$ cat src/rtl/tile_scanner.sv
// tile_scanner: 640x480@60 raster generator feeding the tile colour-lookup
// stage. Maps each active pixel onto a 4x4 board and emits that cell's
// 4-bit tile code alongside aligned sync/blank. The board is copied into a
// shadow register once per frame, so a frame never tears.
//
// Ports:
//   clk         in   50 MHz system clock
//   rst_n       in   synchronous active-low reset
//   board       in   64-bit board, cell (r,c) at [4*(4r+c) +: 4]
//   pix_ce      out  pixel enable, high every second clk
//   value       out  tile code for the current pixel (15 outside board)
//   hsync       out  active-low horizontal sync
//   vsync       out  active-low vertical sync
//   blank_n     out  high during active video
//   frame_start out  one-clk pulse when the board snapshot is taken
//
// Optional build macro GRID_LINES_EN: draws code-14 separator lines on the
// board (first 4 pixels of every cell row/column plus the last board
// column and row). Timing is identical either way.
module tile_scanner #(
  parameter int H_ACTIVE  = 640,
  parameter int H_FP      = 16,
  parameter int H_SYNC    = 96,
  parameter int H_BP      = 48,
  parameter int V_ACTIVE  = 480,
  parameter int V_FP      = 10,
  parameter int V_SYNC    = 2,
  parameter int V_BP      = 33,
  parameter int BOARD_X0  = 120,
  parameter int BOARD_Y0  = 40,
  parameter int CELL_SIZE = 100
) (
  input  logic        clk,
  input  logic        rst_n,
  input  logic [63:0] board,
  output logic        pix_ce,
  output logic [3:0]  value,
  output logic        hsync,
  output logic        vsync,
  output logic        blank_n,
  output logic        frame_start
);

  localparam int H_TOTAL = H_ACTIVE + H_FP + H_SYNC + H_BP;
  localparam int V_TOTAL = V_ACTIVE + V_FP + V_SYNC + V_BP;
  localparam int HW      = $clog2(H_TOTAL);
  localparam int VW      = $clog2(V_TOTAL);
  localparam int CW      = $clog2(CELL_SIZE);
  localparam int BOARD_W = 4 * CELL_SIZE;

  logic          phase_q;
  logic [HW-1:0] h_q, h_d;
  logic [VW-1:0] v_q, v_d;
  logic [CW-1:0] sx_q, sx_d, sy_q, sy_d;
  logic [1:0]    cx_q, cx_d, cy_q, cy_d;
  logic [63:0]   shadow_q;
  logic [3:0]    value_q, value_d;
  logic          hsync_q, hsync_d, vsync_q, vsync_d, blank_q, blank_d, fs_q;
  logic          h_end, v_end, in_x, in_y;
  logic [3:0]    cell_code;

  always_comb begin
    h_end = (int'(h_q) == H_TOTAL - 1);
    v_end = (int'(v_q) == V_TOTAL - 1);
    h_d   = h_end ? '0 : h_q + 1'b1;
    v_d   = v_q;
    if (h_end) v_d = v_end ? '0 : v_q + 1'b1;

    // Cell tracking by sub-counters instead of dividing h/v by CELL_SIZE.
    // Realigned on entry to the board edge; index saturates past the board.
    sx_d = sx_q;
    cx_d = cx_q;
    if (int'(h_d) == BOARD_X0) begin
      sx_d = '0;
      cx_d = '0;
    end else if (int'(sx_q) == CELL_SIZE - 1) begin
      sx_d = '0;
      cx_d = (cx_q == 2'd3) ? 2'd3 : cx_q + 2'd1;
    end else begin
      sx_d = sx_q + 1'b1;
    end

    sy_d = sy_q;
    cy_d = cy_q;
    if (h_end) begin
      if (int'(v_d) == BOARD_Y0) begin
        sy_d = '0;
        cy_d = '0;
      end else if (int'(sy_q) == CELL_SIZE - 1) begin
        sy_d = '0;
        cy_d = (cy_q == 2'd3) ? 2'd3 : cy_q + 2'd1;
      end else begin
        sy_d = sy_q + 1'b1;
      end
    end

    in_x      = (int'(h_q) >= BOARD_X0) && (int'(h_q) < BOARD_X0 + BOARD_W);
    in_y      = (int'(v_q) >= BOARD_Y0) && (int'(v_q) < BOARD_Y0 + BOARD_W);
    cell_code = shadow_q[{cy_q, cx_q, 2'b00} +: 4];

    value_d = (in_x && in_y) ? cell_code : 4'd15;
`ifdef GRID_LINES_EN
    if (in_x && in_y &&
        ((int'(sx_q) < 4) || (int'(sy_q) < 4) ||
         (int'(h_q) == BOARD_X0 + BOARD_W - 1) ||
         (int'(v_q) == BOARD_Y0 + BOARD_W - 1)))
      value_d = 4'd14;
`endif

    hsync_d = !((int'(h_q) >= H_ACTIVE + H_FP) &&
                (int'(h_q) <  H_ACTIVE + H_FP + H_SYNC));
    vsync_d = !((int'(v_q) >= V_ACTIVE + V_FP) &&
                (int'(v_q) <  V_ACTIVE + V_FP + V_SYNC));
    blank_d = (int'(h_q) < H_ACTIVE) && (int'(v_q) < V_ACTIVE);
  end

  always_ff @(posedge clk) begin
    if (!rst_n) begin
      phase_q  <= 1'b0;
      h_q      <= '0;
      v_q      <= '0;
      sx_q     <= '0;
      sy_q     <= '0;
      cx_q     <= '0;
      cy_q     <= '0;
      shadow_q <= '0;
      value_q  <= 4'd15;
      hsync_q  <= 1'b1;
      vsync_q  <= 1'b1;
      blank_q  <= 1'b0;
      fs_q     <= 1'b0;
    end else begin
      phase_q <= ~phase_q;
      fs_q    <= 1'b0;
      if (phase_q) begin
        h_q     <= h_d;
        v_q     <= v_d;
        sx_q    <= sx_d;
        sy_q    <= sy_d;
        cx_q    <= cx_d;
        cy_q    <= cy_d;
        // Outputs describe the pre-edge counters: one pixel of latency.
        value_q <= value_d;
        hsync_q <= hsync_d;
        vsync_q <= vsync_d;
        blank_q <= blank_d;
        if (h_end && v_end) begin
          shadow_q <= board;
          fs_q     <= 1'b1;
        end
      end
    end
  end

  assign pix_ce      = phase_q;
  assign value       = value_q;
  assign hsync       = hsync_q;
  assign vsync       = vsync_q;
  assign blank_n     = blank_q;
  assign frame_start = fs_q;

endmodule

$ cat config.mk
export PLATFORM = sky130hd
export DESIGN_NAME = tile_scanner
export DESIGN_NICKNAME = d
export VERILOG_FILES = /design/src/rtl/tile_scanner.sv
export SDC_FILE = /design/constraint.sdc
export NUM_CORES = 1
export LEC_CHECK = 0
export CAP_MARGIN = 15
export CORE_MARGIN = 2
export CORE_UTILIZATION = 40
export DETAILED_ROUTE_END_ITERATION = 8
export PLACE_DENSITY_LB_ADDON = 0.12
export SYNTH_ARGS = -nofsm -noshare
export SYNTH_HDL_FRONTEND = slang
export SYNTH_SLANG_ARGS = --single-unit
$ cat constraint.sdc
create_clock -name clk -period 2.5 [get_ports clk]
set_input_delay 0.375 -clock clk [delete_from_list [all_inputs] [get_ports clk]]
set_output_delay 0.375 -clock clk [all_outputs]
set_load 0.005 [all_outputs]
* Yosys cells after proc, flatten, opt, wreduce, memory -nomap -nowiden
Cells that the tools add are included.
W data, S select, Z words.
** Word-level totals
- Register bits :: 111
- Latch bits :: 0
- Memory bits (writable) :: 0
- ROM bits :: 0
- Output and inout bits :: 9
- Word-level logic and storage cells :: 70
- Memories :: 0
** Cells by class
- Add/sub/neg operators :: 6
- $mul :: 0
- Div/mod/pow operators :: 0
- Order comparisons :: 10
- Eq/ne operators :: 8
- Shift operators :: 1
- Muxes and demuxes :: 15
- Bitwise gates (word level) :: 1
- Reductions and logical operators :: 16
** Operator list (count)
- $shiftx A64 B7 Y4 :: 1
- $lt A10 B10 Y1 const B :: 3
- $lt A10 B9 Y1 const B :: 3
- $mux W10 :: 3
- $mux W7 :: 4
- $add A10 B1 Y10 const B :: 2
- $add A7 B1 Y7 const B :: 2
- $eq A7 B6 Y1 const B :: 2
- $mux W2 :: 6
- $eq A10 B10 Y1 const B :: 1
- $eq A10 B7 Y1 const B :: 1
- $eq A10 B8 Y1 const B :: 1
- $eq A10 B9 Y1 const B :: 1
- $ge A10 B10 Y1 const B :: 1
- $ge A10 B6 Y1 const B :: 1
- $ge A10 B7 Y1 const B :: 1
- $ge A10 B9 Y1 const B :: 1
- $reduce_and A2 Y1 :: 4
- $logic_and A1 B1 Y1 :: 7
- $add A2 B1 Y2 const B :: 2
- $eq A2 B2 Y1 const B :: 2
- $mux W4 :: 1
- $reduce_bool A2 Y1 :: 2
- $reduce_and A3 Y1 :: 1
- 3 further kinds :: 4

* Depth between registers and ports, before layout
Gate-level depths: netlist of run 1.
- Depth after elaboration :: 6
- Gate-level depth with buffers :: 11

* Worst setup path after synthesis of run 1
No wires, ideal clock.
- Path type :: register to register
- Start point :: reg h_q[5]
- End point :: reg cy_q[1]
- Data arrival time :: 2.555 ns
- Data required time :: 2.381 ns
- Slack :: -0.174 ns
- Stages on the path, launching flop included :: 10
- Buffers on the path :: 3
- Period minus slack after synthesis :: 2.674 ns
- Cell sequence :: dfxtp_1 > buf_2 > or3b_4 > or3_1 > buf_6 > or3_1 > a2111oi_2 > nand4_1 > buf_2 > o221a_1
** On the way
- Word-level cells in the longest chain between the ends :: 5
- Elaborated cells between the ends (all ways) :: 6
** Ends and longest elaborated chain
- start, declared :: line 52 : logic [HW-1:0] h_q, h_d;
- start signal, assigned :: line 120 : h_q <= '0;
- start signal, assigned :: line 136 : h_q <= h_d;
- $eq A10 B9 Y1 (*) :: line 63 : h_end = (int'(h_q) == H_TOTAL - 1);
- $mux W10 :: line 67 : if (h_end) v_d = v_end ? '0 : v_q + 1'b1;
- $eq A10 B7 Y1 :: line 86 : if (int'(v_d) == BOARD_Y0) begin
- $reduce_bool A2 Y1 (no source line)
- $reduce_and A3 Y1 (no source line)
- end signal, assigned :: line 141 : cy_q <= cy_d;
- end, declared :: line 55 : logic [1:0] cx_q, cx_d, cy_q, cy_d;
Every way passes the cells marked *; elsewhere a longest branch is shown, timed or not.
A chain may end at the register's enable or synchronous reset.

* Worst setup path in the final report of run 1
- Start point :: reg h_q[0]
- End point :: reg cy_q[1]
Same word-level chain as after synthesis.

==> results.ini, run 1 <==
[route]
wire_per_inst_um=14.82
drc_errors=0
ant_nets=0
drt_iter0_drc=378
wl_um=13120
first_pass_iters=5
vias=4788
viasPerCell=5.410

[cts]
cts_max_level=3
cts.sinks=111
root_buffer=clkbuf_16
cts_tree=yes
clk_latency_ps=350
numCtsBuffers=9
cts.clk_slew.worst_paths_ps=80
cts_buffer_depth=2

[final_layout]
num_antenna_cells=0
drive_above_1_share_pct=12.62
nNetsFinal=781
syn2layout_area_growth_pct=27.11
finalInstanceArea_sq_um=6676
utilization_pct=52.48
final_common_cell=nand2_1
final_cell_mix=nand2_1 (162), dfxtp_1 (108), a21oi_1 (86)
final_cells=885

[pwr]
ir_worst_vdd_v=0.0003649
powerDensity_nw_per_um2=502.7
p_leak_nw=2.234

[floorplan]
io_pins=75
initial_utilization_pct=41.29
die_height_um=118.6
placeableCoreArea_sq_um=12720
dieArea_sq_um=14060
die_w_um=118.6
rows=41

[worst_setup_path]
cp_max_fo=11
cp-end-kind=flop
critPathTopFamily=simple AND/OR/NAND/NOR gates
timing.rr.start=h_q[0]
reg2regPathDepth=8
worstPathBufferInverterCount=1
crit_arrival_ps=2680
cp.required_ps=2740
timing.rr.end=cy_q[1]
ff2ff_setup_slack_ps=60
start_kind=flop
slowest_stage=or3_4
crit_path_start=h_q[0]
criticalPathCategory=reg -> reg
crit_chain=ha_2, nand3_1, or3_4, or3_1, a2111oi_2, nand4_1, buf_6, o221a_1
worst_path_largest_cell_delay_ps=430

[place]
dp_cells=868
port_buffers=74
gp_congestion=0.8765
hpwl_um=8804
placed_area_sq_um=6317

[global_route]
grt_pass1_vias=4457
overflow=0
grt_antenna_before_repair=0
track_usage_pct=18.69
grt_pass1_wl_um=21570
grt_max_degree=104

[synth]
netlist-cell-type-count=55
syn_area_sq_um=5253
ys.flop_type=dfxtp_1
yosysTopAreaCell=dfxtp_1
synth-edff-count=0
postSynthCellCount=640
yosysTopAreaCellShare_pct=42.31
yosysWarnings=0
avgSynthCellArea_sq_um=8.207
seq_area_frac_synth_pct=42.31
ys_ff_latch=111
ys_top_cells_by_area=dfxtp_1 (42%), nand2_1 (12%), mux4_2 (8.6%)
synthArstFlopShare_pct=0
syn_nets=713

[flow_run]
maxCapViolations=0

[hold_path]
hold_end=shadow_q[11]
hp-start=shadow_q[11]
hold_depth=2
hp-class=reg -> reg

[sta]
setup_violations=0
worst_pin_slew_ps=611.7
relSlewSlack_pct=59.13
max_freq_mhz=409.4
fin_crit_sh_pct=97.71
slew_viol_final=0
fin_skew_ps=8.341
rsz0062_at_grt=yes
finalCriticalPeriod_ps=2443
hold_viol_final=0
hold_slack_ps=454.9

[status]
status=finished clean

[layer usage]
layer	GRT usage, %	vias to the layer above	routed length (um)
li1	-	2382	-
met1	23.99	2252	5886
met2	31.86	139	6512
met3	3.475	15	568
met4	5.655	0	150
met5	0	-	0
[logic make-up (layout without fill, tap and decap cells)]
kind of cell / after synthesis / after routing / share of synthesized area (%)
AO/OA/AOI/OAI: 147 / 147 / 16.13
XOR/XNOR: 10 / 10 / 1.667
adder cells (fa/ha/maj): 7 / 7 / 1.667
buffers and inverters: 62 / 135 / 4.645
flip-flops: 111 / 111 / 42.31
multiplexers: 22 / 22 / 8.980
AND/OR/NAND/NOR: 281 / 281 / 24.61
[worst register-to-register path, cell delays in order, from the launching register on]
cell       delay [ps]
dfxtp_1           350
ha_2              210
nand3_1           130
or3_4             430
or3_1             330
a2111oi_2         310
nand4_1           160
buf_6             180
o221a_1           240
[registers in the layout, summed over array words and instances, names as in the netlist]
register and count:
value 4, cy_q 2, sy_q 7, shadow_q 64
vsync 1, h_q 10, v_q 10, frame_start 1
blank_n 1, hsync 1, pix_ce 1, sx_q 7
cx_q 2
[report_power, final]
group	switching [W]	total (W)	leakage (nW)	internal, W
clock network	0.000685	0.00138	0.136	0.000693
logic	0.0000733	0.000189	1.20	0.000116
registers	0.0000116	0.00179	0.897	0.00178
[metrics by stage]
| stage | worst slack (ps) | total power, W | setup TNS (ps) |
|---|---|---|---|
| after floorplan | -36.17 | 0.001883 | -36.17 |
| after global placement | 8.227 | 0.002017 | 0 |
| after detailed placement | -7.755 | 0.002019 | -12.23 |
| after CTS | 54.32 | 0.003399 | 0 |
| after global routing | -64.08 | 0.003490 | -168.5 |
| final | 57.30 | 0.003356 | 0 |
[worst max-delay path by stage]
stage               to  slack [ps]  cells after the start
3_5_place_dp   sx_q[5]          -8                     10
6_report       cy_q[1]          60                      8
5_1_grt        cy_q[1]         -60                      8
2_1_floorplan  cy_q[1]         -40                      9
4_1_cts        sx_q[5]          50                     10
3_3_place_gp   sx_q[2]           8                     10
[cell usage after synthesis, drive strengths merged, types with 3 or more instances]
cell     count
nand2      164
dfxtp      111
a21oi       86
clkbuf      47
nor2        30
o21ai       25
mux4        20
nor3        15
nand3       13
inv         10
and3         8
nand4        8
or3          8
ha           7
a31oi        6
nand3b       6
buf          5
nor4         5
xnor2        5
xor2         5
a211oi       4
and4         4
nand4b       4
nor3b        4
o22a         4
a2111oi      3
[timing repair]
item,CTS,global route
hold buffers,0,0
pin swaps,0,1
setup buffers,0,1
endpoints found under the setup margin,5,81
gates resized for setup,1,17
[layout make-up]
cell class,instances,area (sq um)
flip-flops and latches,111,2226
clock buffers,10,229.0
fillers,1263,6046
clock inverters,6,52.55
repair buffers,109,1061
multi-input cells,467,2855
well taps,172,215.2
inverters,10,37.54
No activity file was read; power rests on OpenSTA's default activity.
==> inputs of run 2 (changes only) <==
Settings changed: SKIP_LAST_GASP set to 1, TNS_END_PERCENT set to 5.
==> run 2 against run 1 <==
  * Global-route usage is 1.1 points higher
  * Non-clock buffer count up 6
  * Clock skew barely moved
  * Critical path depth did not move
  * Via count is 1.3% higher
  * Total power is 0.76% lower
  * Register-to-register slack improved by 20 ps
  * Worst setup slack better by 16 ps
  * Flip-flop and latch count did not move
  * Critical endpoint unchanged
  * Highest routed layer unchanged
==> results.ini, run 2 (synthesis gave the netlist of run 1 again) <==
[status]
status=finished clean

[cts]
cts_max_level=3  ; unchanged
numCtsBuffers=9  ; unchanged
cts_tree=yes
cts.sinks=111  ; unchanged
cts.clk_slew.worst_paths_ps=70  ; about the same
root_buffer=clkbuf_16
cts_hold_buf=0  ; unchanged
clk_latency_ps=350  ; about the same
cts_buffer_depth=2  ; unchanged

[worst_setup_path]
cp_max_fo=11  ; unchanged
criticalPathCategory=reg -> reg
crit_arrival_ps=2680  ; about the same
cp-end-kind=flop
start_kind=flop
cp.required_ps=2750  ; about the same

[hold_path]
hp-class=reg -> reg

[pwr]
p_leak_nw=2.257  ; +1.0%
power_switching_share_pct=22.50  ; -0.45 points
power.share.sequential_pct=53.7  ; +0.4 points
internal_power_w=0.002581  ; -0.18%
powerDensity_nw_per_um2=496.1  ; -1.3%
p_comb_share_pct=5.7  ; about the same
netSwitchingPower_w=0.0007493  ; -2.7%
clkPwrFrac_pct=40.6  ; -0.5 points
ir_worst_vdd_v=0.0004416  ; +21%

[final_layout]
finalInstanceArea_sq_um=6713  ; +0.54%
final_cell_mix=nand2_1 (162), dfxtp_1 (109), a21oi_1 (86)
top_register=shadow_q
largest_register_ffs=64  ; unchanged
drive_above_1_share_pct=12.93  ; +0.31 points
nNetsFinal=787  ; +0.77%
num_antenna_cells=0  ; unchanged
top_regs=shadow_q (64), h_q (10), v_q (10)
utilization_pct=52.76  ; +0.29 points
final_common_cell=nand2_1
syn2layout_area_growth_pct=27.80

[global_route]
grt_antenna_before_repair=0  ; unchanged
grt_max_degree=104  ; unchanged
grt_use_met1_pct=25.47  ; +1.5 points
grt_pass1_wl_um=22580  ; +4.7%
grt_pass1_vias=4545  ; +2.0%
gr-usage-met3_pct=4.826  ; +1.4 points
grtUsageMet2_pct=32.47  ; +0.61 points
overflow=0  ; unchanged
track_usage_pct=19.75  ; +1.1 points
grt.busiest_layer=met2

[place]
gp_congestion=0.9296  ; +6.1%
placed_area_sq_um=6367  ; +0.79%
port_buffers=74  ; unchanged
hpwl_um=9248  ; +5.0%

[floorplan]
io_pins=75  ; unchanged
dieArea_sq_um=14060  ; unchanged
die_height_um=118.6  ; unchanged
die_w_um=118.6  ; unchanged
rows=41  ; unchanged
initial_utilization_pct=41.29  ; unchanged
placeableCoreArea_sq_um=12720  ; unchanged

[route]
drt_iter0_drc=385  ; +1.9%
wl_um=13740  ; +4.7%
wire_per_inst_um=15.42  ; +4.0%
viasPerCell=5.443  ; +0.61%
vias=4850  ; +1.3%
drc_errors=0  ; unchanged
ant_nets=0  ; unchanged
first_pass_iters=5  ; unchanged

[sta]
slew_viol_final=0  ; unchanged
finalCriticalPeriod_ps=2427  ; -15.55 ps
relSlewSlack_pct=57.29  ; -1.8 points
max_freq_mhz=412.0  ; +0.64%
rsz0062_at_grt=yes
hold_viol_final=0  ; unchanged
fin_skew_ps=8.086  ; -0.2547 ps
worst_pin_slew_ps=639.2  ; +27.52 ps
setup_violations=0  ; unchanged
fin_crit_sh_pct=97.09  ; -0.62 points

[flow_run]
maxCapViolations=0  ; unchanged

run 2: power by group through the flow:
stage | registers, W | logic, W | clock network (W)
finish | 0.00179 | 0.000191 | 0.00135
global route | 0.00179 | 0.000206 | 0.00146
CTS | 0.00179 | 0.000192 | 0.00139
detailed placement | 0.00183 | 0.000191 | 0
global placement | 0.00183 | 0.000191 | 0
floorplan | 0.00183 | 0.0000557 | 0
run 2: path summary, 6_finish.rpt:
path | cells after the start | start | to | slack, ps
setup / recovery | 8 | h_q[0] | cy_q[1] | 70
hold / removal | 2 | shadow_q[24] | shadow_q[24] | 450
setup reg to reg | 8 | h_q[0] | cy_q[1] | 70
hold reg to reg | 2 | shadow_q[24] | shadow_q[24] | 450
run 2: worst max-delay path: stages (launching register included):
cell	delay [ps]
dfxtp_1	340
ha_2	210
nand3_1	130
or3_4	430
or3_1	340
a2111oi_2	300
nand4_1	140
buf_6	180
o221a_1	230
run 2: stage by stage:
step / std cells / setup WS [ps] / total power [W] / hold WS (ps) / TNS (ps)
2_1_floorplan: 640 / -36.17 / 0.001883 / 433.1 / -1962
3_3_place_gp: 873 / 34.54 / 0.002019 / 440.6 / 0
3_5_place_dp: 873 / -6.879 / 0.002019 / 446.1 / -15.15
4_1_cts: 889 / 7.529 / 0.003368 / 456.5 / 0
5_1_grt: 891 / -49.26 / 0.003456 / 473.1 / -354.3
6_report: 891 / 72.85 / 0.003330 / 453.9 / 0
run 2: per-layer routing:
| layer | routed length, um | share of wire, % |
|---|---|---|
| met5 | 0 | 0 |
| met1 | 6199 | 45 |
| met3 | 564 | 4.1 |
| met2 | 6661 | 48 |
| met4 | 314 | 2.3 |
run 2: area by class of cell:
class                      count  area [sq um]
fill                        1236          6010
sequential                   111          2225
tap                          172         215.2
timing repair buffer         115          1132
clock buffer                  11         232.7
inverter                      10         37.54
multi-input combinational    467          2831
clock inverter                 5         38.79
run 2: timing repair:
action	CTS	global route
gates resized for setup	1	11
buffers inserted	0	1
endpoints found under the setup margin	5	82
gates cloned	0	1
endpoints found under the hold margin	0	0
pin swaps	0	1
